[config.mk]
export PLATFORM = sky130hd
export DESIGN_NAME = alu_pipe
export DESIGN_NICKNAME = d
export VERILOG_FILES = /design/src/rtl/alu_pipe_pkg.sv /design/src/rtl/alu_pipe_core.sv /design/src/rtl/alu_pipe.sv
export SDC_FILE = /design/constraint.sdc
export NUM_CORES = 1
export LEC_CHECK = 0
export BUFFER_PORTS_ARGS = -buffer_cell sky130_fd_sc_hd__buf_2
export CAP_MARGIN = 15
export CELL_PAD_IN_SITES_DETAIL_PLACEMENT = 0
export CELL_PAD_IN_SITES_GLOBAL_PLACEMENT = 2
export CORE_MARGIN = 2
export CORE_UTILIZATION = 30
export DETAILED_ROUTE_END_ITERATION = 7
export MAX_ROUTING_LAYER = met4
export PLACE_DENSITY_LB_ADDON = 0.08
export SLEW_MARGIN = 5
export SYNTH_ARGS = -nofsm -noshare
export SYNTH_HDL_FRONTEND = slang
export SYNTH_HIERARCHICAL = 1
export SYNTH_SLANG_ARGS = --single-unit
[constraint.sdc]
create_clock -name clk -period 10.4 [get_ports clk]
set_input_delay 1.04 -clock clk [delete_from_list [all_inputs] [get_ports clk]]
set_output_delay 1.04 -clock clk [all_outputs]
set_load 0.03 [all_outputs]
[src/rtl/alu_pipe_pkg.sv]
// Shared op-code constants and types for the alu_pipe block.
// The 6-bit op is {unit[1:0], sub-op[3:0]}; unit picks the functional group.
package alu_pipe_pkg;

  typedef logic [5:0] op_t;

  // Unit select, op[5:4]
  localparam logic [1:0] UNIT_ADD = 2'b00;
  localparam logic [1:0] UNIT_CMP = 2'b01;
  localparam logic [1:0] UNIT_LOG = 2'b10;
  localparam logic [1:0] UNIT_SHF = 2'b11;

  // Compare kinds, op[2:0]
  localparam logic [2:0] CMP_EQ  = 3'b000;
  localparam logic [2:0] CMP_NE  = 3'b001;
  localparam logic [2:0] CMP_LTS = 3'b010;
  localparam logic [2:0] CMP_LES = 3'b011;
  localparam logic [2:0] CMP_LTU = 3'b100;
  localparam logic [2:0] CMP_LEU = 3'b101;
  localparam logic [2:0] CMP_GTS = 3'b110;
  localparam logic [2:0] CMP_GTU = 3'b111;

  // Logic kinds, op[1:0]
  localparam logic [1:0] LOG_AND = 2'b00;
  localparam logic [1:0] LOG_OR  = 2'b01;
  localparam logic [1:0] LOG_XOR = 2'b10;
  localparam logic [1:0] LOG_NOR = 2'b11;

  // Shift/rotate kinds, op[2:0]; codes above SHF_ROR pass a through
  localparam logic [2:0] SHF_SLL = 3'b000;
  localparam logic [2:0] SHF_SRL = 3'b001;
  localparam logic [2:0] SHF_SRA = 3'b010;
  localparam logic [2:0] SHF_ROL = 3'b011;
  localparam logic [2:0] SHF_ROR = 3'b100;

endpackage

[src/rtl/alu_pipe_core.sv]
// alu_core: purely combinational datapath of alu_pipe.
// Optional {N,Z,C,V} flag output is built only when ALU_PIPE_FLAGS_EN is defined.
module alu_core
  import alu_pipe_pkg::*;
#(
  parameter int WIDTH = 32,
  parameter int SHW   = $clog2(WIDTH)
) (
  input  logic [WIDTH-1:0] a,
  input  logic [WIDTH-1:0] b,
  input  logic [5:0]       op,
  output logic [WIDTH-1:0] result
`ifdef ALU_PIPE_FLAGS_EN
  ,
  output logic [3:0]       flags
`endif
);

  localparam logic [SHW:0] WIDTH_L = WIDTH[SHW:0];

  op_t              op_i;
  logic [WIDTH-1:0] b_eff;
  logic [WIDTH-1:0] add_sum;
`ifdef ALU_PIPE_FLAGS_EN
  logic             add_c;
  logic             add_v;
`endif
  logic [WIDTH:0]   sub_full;
  logic             sub_z;
  logic             sub_v;
  logic             lt_s;
  logic             lt_u;
  logic             cmp_true;
  logic [SHW-1:0]   amt;
  logic [SHW:0]     inv_amt;
  logic [WIDTH-1:0] logic_res;
  logic [WIDTH-1:0] shift_res;

  // Evaluate every unit in parallel, then select by op[5:4]
  always_comb begin
    // NOTE: every always_comb output gets a default first so no path can leave it unassigned and infer a latch.
    op_i      = op;
    b_eff     = op_i[3] ? ~b : b;
`ifdef ALU_PIPE_FLAGS_EN
    {add_c, add_sum} = {1'b0, a} + {1'b0, b_eff} + {{WIDTH{1'b0}}, op_i[3]};
    add_v     = (a[WIDTH-1] == b_eff[WIDTH-1]) && (add_sum[WIDTH-1] != a[WIDTH-1]);
`else
    add_sum   = a + b_eff + {{(WIDTH-1){1'b0}}, op_i[3]};
`endif

    // Compares come from a - b: carry means a >= b unsigned, and signed
    // less-than is N xor V so it stays correct when the subtraction overflows.
    sub_full  = {1'b0, a} + {1'b0, ~b} + {{WIDTH{1'b0}}, 1'b1};
    sub_z     = (sub_full[WIDTH-1:0] == '0);
    sub_v     = (a[WIDTH-1] != b[WIDTH-1]) && (sub_full[WIDTH-1] != a[WIDTH-1]);
    lt_s      = sub_full[WIDTH-1] ^ sub_v;
    lt_u      = !sub_full[WIDTH];

    cmp_true  = 1'b0;
    case (op_i[2:0])
      CMP_EQ:  cmp_true = sub_z;
      CMP_NE:  cmp_true = !sub_z;
      CMP_LTS: cmp_true = lt_s;
      CMP_LES: cmp_true = lt_s || sub_z;
      CMP_LTU: cmp_true = lt_u;
      CMP_LEU: cmp_true = lt_u || sub_z;
      CMP_GTS: cmp_true = !lt_s && !sub_z;
      CMP_GTU: cmp_true = !lt_u && !sub_z;
      default: cmp_true = 1'b0;
    endcase

    logic_res = '0;
    case (op_i[1:0])
      LOG_AND: logic_res = a & b;
      LOG_OR:  logic_res = a | b;
      LOG_XOR: logic_res = a ^ b;
      LOG_NOR: logic_res = ~(a | b);
      default: logic_res = '0;
    endcase

    // Rotates use a complementary shift by WIDTH-amt; amt=0 shifts by WIDTH, which yields 0.
    amt       = b[SHW-1:0];
    inv_amt   = WIDTH_L - {1'b0, amt};
    shift_res = a;
    case (op_i[2:0])
      SHF_SLL: shift_res = a << amt;
      SHF_SRL: shift_res = a >> amt;
      SHF_SRA: shift_res = $unsigned($signed(a) >>> amt);
      SHF_ROL: shift_res = (a << amt) | (a >> inv_amt);
      SHF_ROR: shift_res = (a >> amt) | (a << inv_amt);
      default: shift_res = a;
    endcase

    result = '0;
    case (op_i[5:4])
      UNIT_ADD: result = add_sum;
      UNIT_CMP: result = {{(WIDTH-1){1'b0}}, cmp_true};
      UNIT_LOG: result = logic_res;
      UNIT_SHF: result = shift_res;
      default:  result = '0;
    endcase

`ifdef ALU_PIPE_FLAGS_EN
    flags = {result[WIDTH-1], (result == '0),
             (op_i[5:4] == UNIT_ADD) && add_c,
             (op_i[5:4] == UNIT_ADD) && add_v};
`endif
  end

endmodule

[src/rtl/alu_pipe.sv]
// alu_pipe: 2-stage valid/ready pipeline around alu_core.
// S1 holds the accepted operands, S2 holds the computed result (out).
// Define ALU_PIPE_FLAGS_EN to add the registered flags[3:0] = {N,Z,C,V} output.
module alu_pipe
  import alu_pipe_pkg::*;
#(
  parameter int WIDTH = 32,
  parameter int SHW   = $clog2(WIDTH)
) (
  input  logic             clk,
  input  logic             rst,
  input  logic             flush,
  input  logic             in_valid,
  output logic             in_ready,
  input  logic [WIDTH-1:0] a,
  input  logic [WIDTH-1:0] b,
  input  logic [5:0]       op,
  output logic             out_valid,
  input  logic             out_ready,
  output logic [WIDTH-1:0] out
`ifdef ALU_PIPE_FLAGS_EN
  ,
  output logic [3:0]       flags
`endif
);

  logic             s1_valid_q, s1_valid_d;
  logic [WIDTH-1:0] s1_a_q, s1_a_d;
  logic [WIDTH-1:0] s1_b_q, s1_b_d;
  op_t              s1_op_q, s1_op_d;
  logic             s2_valid_q, s2_valid_d;
  logic [WIDTH-1:0] out_q, out_d;
  logic [WIDTH-1:0] core_result;
  logic             s2_load;
  logic             accept;
`ifdef ALU_PIPE_FLAGS_EN
  logic [3:0]       flags_q, flags_d;
  logic [3:0]       core_flags;
`endif

  alu_core #(
    .WIDTH (WIDTH),
    .SHW   (SHW)
  ) u_core (
    .a      (s1_a_q),
    .b      (s1_b_q),
    .op     (s1_op_q),
    .result (core_result)
`ifdef ALU_PIPE_FLAGS_EN
    ,
    .flags  (core_flags)
`endif
  );

  // Handshake and next-state: S2 loads when empty or drained, S1 follows it
  always_comb begin
    s2_load  = !s2_valid_q || out_ready;
    in_ready = !rst && (!s1_valid_q || s2_load);
    accept   = in_valid && in_ready && !flush;

    s1_valid_d = s1_valid_q;
    if (s2_load) s1_valid_d = 1'b0;
    if (accept)  s1_valid_d = 1'b1;
    if (flush)   s1_valid_d = 1'b0;

    s1_a_d  = accept ? a  : s1_a_q;
    s1_b_d  = accept ? b  : s1_b_q;
    s1_op_d = accept ? op : s1_op_q;

    s2_valid_d = s2_load ? s1_valid_q : s2_valid_q;
    if (flush) s2_valid_d = 1'b0;

    // out only changes when a real result moves in, so it is stable under stall
    out_d = (s2_load && s1_valid_q) ? core_result : out_q;
`ifdef ALU_PIPE_FLAGS_EN
    flags_d = (s2_load && s1_valid_q) ? core_flags : flags_q;
`endif
  end

  // Control state and the visible result, cleared by synchronous reset
  always_ff @(posedge clk) begin
    // NOTE: state registers use non-blocking assignment so every flop samples pre-edge values.
    if (rst) begin
      s1_valid_q <= 1'b0;
      s2_valid_q <= 1'b0;
      out_q      <= '0;
`ifdef ALU_PIPE_FLAGS_EN
      flags_q    <= '0;
`endif
    end else begin
      s1_valid_q <= s1_valid_d;
      s2_valid_q <= s2_valid_d;
      out_q      <= out_d;
`ifdef ALU_PIPE_FLAGS_EN
      flags_q    <= flags_d;
`endif
    end
  end

  // S1 operand registers
  always_ff @(posedge clk) begin
    // NOTE: operand data is qualified by s1_valid_q, so it is deliberately left without reset.
    s1_a_q  <= s1_a_d;
    s1_b_q  <= s1_b_d;
    s1_op_q <= s1_op_d;
  end

  assign out_valid = s2_valid_q;
  assign out       = out_q;
`ifdef ALU_PIPE_FLAGS_EN
  assign flags     = flags_q;
`endif

endmodule

==> summary.md <==
| Metric | Value |
|---|---|
| Outcome | completed |
| DR iter-0 viols | around 1700 |
| CTS Buffer Depth | 2 |
| Endpoint, Worst Hold | out[26] |
| GR Layer Usage met3 | ~4.9% |
| Yosys cell types | 95 |
| Worst flop-to-flop path startpoint | s1_b_q[4] |
| Syn Nets | between 2000 and 3000 |
| DRC | 0 |
| R2r setup slk | roughly 2.8 ns |
| Simple-gate share of the synthesized area | a little under a quarter |
| Clock transition at the registers of the reported paths | ~0.11 ns |
| HP Class | reg -> reg |
| Nets@finish | around 2600 |
| Delay-heaviest family, CP | compound AO/OA/AOI/OAI gates |
| # rows | 87 |
| Routing usage on met2 | 52.9% |
| Total grt overflow | 0 |
| Global route hottest layer | met2 |
| Post-Synth XOR/XNOR Area | under 10% |
| Register bit count reported by yosys | roughly 100 |
| Largest stage delay, worst path | 0.55 ns |
| Final hold vios | 0 |
| Final HPWL from detailed placement | about 75 mm |
| Die ar. | between 50000 and 60000 µm² |
| Dominant synthesized flop cell | edfxtp_1 |
| CTS tree | yes |
| CTS buffer count | 9 |
| Worst hold stages | 2 |
| LEAKAGE | about 7.5 nW |
| Leading area contributor after synthesis | edfxtp_1 |
| Worst slew margin | 15.8% |
| Core area | roughly 56000 µm² |
| RSZ-0062 raised after global routing | false |
| Synth top area share | about 12% |
| Largest family of logic cells by synthesized area | compound AO/OA/AOI/OAI gates |
| Port bufs | ~110 |
| Crit start category | flip-flop |
| Reg-to-reg endpoint | out[0] |
| Gr usage total | ~33% |
| Pin count of the biggest net entering global routing | between 90 and 100 |
| Layout cell share with drive strength beyond 1 | ~12% |
| Avg Cell Area, Syn | between 7 and 8 µm² |
| Post-synthesis sequential area ratio | between 15 and 20% |
| Cts hold-fix bufs | 0 |
| # IOs | approximately 110 |
| Die Ht | between 200 and 250 µm |
| Final wirelength | 97.5 mm |
| Power Total | about 0.0019 W |
| Vias | 19100 |
| Post-synth EDFFs | 70 |
| Setup violators final | 0 |
| Skew-Pair Late Insertion Delay | about 0.42 ns |
| Drt wl/cell | 31.0 µm |
| Complex-gate fraction of the synthesized area | between 20% and 30% |
| Initial core utilization | between 30% and 40% |
| Worst hold start | out[26] |
| CTS resizes | 0 |
| Worst Max-Slew Pin Slew | 1.25 ns |
| Ys Warns | 6 |
| First-pass GRT wire length | 138 mm |
| CP arrival | about 7.9 ns |
| Met1 Track Usage GR | between 40% and 50% |
| Placer Congestion | around 0.96 |
| Synth Area in Adders | around a tenth |
| Clock skew | 0.0274 ns |
| Critical path class | reg -> reg |
| Worst path slowest cell | ha_1 |
| Main area contributors after synthesis | edfxtp_1, ha_1, mux2i_1 |
| Ys async rst share | 0% |
| Setup TNS | 0 ns |
| Via density | around 6 |
| Buf+Inv Stages, Crit Path | 2 |
| Initial DRT Pass Iterations | 7 |
| Antenna violation net count after detailed routing | 0 |
| PwrDens | roughly 100 nW/µm² |
| P&R area growth vs syn | 9.64% |
| Peak VDD IR | 0.0711 mV |
| Clock sinks | 104 |
| Max Cap Viol | 0 |
| Initial antenna violation count | 4 |
| Post-Synthesis Cell Area | about 17000 µm² |
| Fin crit period | 7.56 ns |
| Die X | ~240 µm |
| Vias in the first global route | about 18000 |
| Setup Buffers After CTS | 0 |
| Fillcell total | 6232 |
| Critical-path maximum fanout | 53 |
| Final period utilization | 72.7% |
| Post-synthesis mux area share | roughly 10% |
| Clk root buf | clkbuf_16 |
| Mapped Cells | between 2000 and 2500 |
| WP data required | 10.70 ns |
| Crit-path most repeated cell | nor2_1 |
| Reg2Reg Depth | 29 |
| Slew Limit Fails | 0 |
| H-Tree Depth | 3 |
| Max Freq | about 130 MHz |
| Crit end category | flip-flop |
routing by layer:
layer  vias to the layer above  part of all wire (%)
li1                       8685                     -
met4                         0                   6.0
met5                         -                     0
met1                      9410                    42
met2                       799                    46
met3                       199                   6.1
worst max path at each step:
stage	start	end	slack, ns	depth (start not counted)
floorplan	s1_b_q[1]	out[0]	4.18	32
global placement	s1_b_q[4]	out[0]	3.23	29
detailed placement	s1_b_q[4]	out[0]	3.04	29
CTS	s1_b_q[4]	out[0]	2.99	29
global route	s1_b_q[4]	out[0]	2.42	29
finish	s1_b_q[4]	out[0]	2.84	29
sequential cells by signal (all words and copies together) (netlist names):
register    flops
out_valid       1
s1_op_q         6
s1_valid_q      1
out            32
s1_b_q         32
s1_a_q         32
cells by family after synthesis:
| kind of cell | after synthesis |
|---|---|
| fa+ha+maj | 131 |
| simple gates | 827 |
| mux | 160 |
| compound gates | 783 |
| xor+xnor | 98 |
| buf+inv | 272 |
| flops | 104 |
stage by stage:
step | std cells | area [µm²] | hold slack [ns] | utilization, % | worst slack, ns
after global placement | 3126 | 18300 | 0.456 | 32.6 | 3.23
after floorplan | 2375 | 17000 | 0.499 | - | 4.18
after detailed placement | 3127 | 18300 | 0.468 | 32.6 | 3.04
after global routing | 3144 | 18700 | 0.498 | 33.2 | 2.42
after CTS | 3143 | 18700 | 0.480 | 33.2 | 2.99
final | 3144 | 18700 | 0.474 | 33.2 | 2.84
placed cells by master (no fill, tap or decap), types with 9 or more instances in the layout:
cell type  Yosys  final
a211oi_1      63     63
a21boi_0      10     10
a21o_1        23     23
a21oi_1      219    218
a221oi_1      13     13
a31oi_1       26     26
and2_1        16     16
and3_1        14     14
buf_2         16    108
buf_4          0     61
clkbuf_16      0      9
dfxtp_1       34     34
edfxtp_1      70     70
ha_1         128    127
inv_1         97     94
mux2_2        35     35
mux2i_1      116    116
nand2_1      229    229
nand2b_1      85     85
nand3_1       35     35
nand4_1       18     18
nor2_1       262    262
nor2b_1       45     45
nor3_1        49     48
nor4_1        19     19
o2111ai_1     17     17
o211ai_1      36     36
o21a_1        11     11
o21ai_0      202    198
o21ai_1        6      9
o221ai_1      18     18
o22ai_1       31     31
o31ai_1       14     14
or2_2         12     12
xnor2_1       34     31
xor2_1        64     63
area by class of cell:
class	count	area (µm²)	area share, %
Multi-Input combinational cell	1999	13200	70.9
Sequential cell	104	2780	14.9
Timing Repair Buffer	170	1020	5.46
Tap cell	756	946	5.07
Inverter	98	368	1.97
Clock buffer	9	225	1.21
Clock inverter	7	93.8	0.503
Antenna cell	1	2.50	0.0134
power breakdown:
part	switching [W]	total [W]	internal [W]
combinational	0.000678	0.000992	0.000314
clock	0.000221	0.000399	0.000177
sequential	0.0000273	0.000488	0.000461
cell usage after synthesis, drive strengths merged, types with 10 or more instances:
library cell and instances:
a2111oi 10, a211oi 65, a21boi 11, a21o 23, a21oi 219, a221oi 13, a31oi 26, and2 17
and3 14, buf 50, clkbuf 124, dfxtp 34, edfxtp 70, ha 128, inv 98, mux2 36
mux2i 116, nand2 230, nand2b 85, nand3 35, nand4 18, nor2 262, nor2b 47, nor3 49
nor4 20, o2111ai 17, o211ai 36, o21a 11, o21ai 208, o221ai 18, o22ai 32, o31ai 15
or2 15, xnor2 34, xor2 64
worst register-to-register path: cells and delay by family, from the launching register on:
family                     cells  cell delay [ns]
and+or+nand+nor               14             2.25
DFF                            1             0.34
buffers and inverters          2             1.09
adders and majority gates      2             1.06
muxes                          1             0.06
AOI/OAI and AO/OA             10             2.64
(Power assumes the default switching activity.)
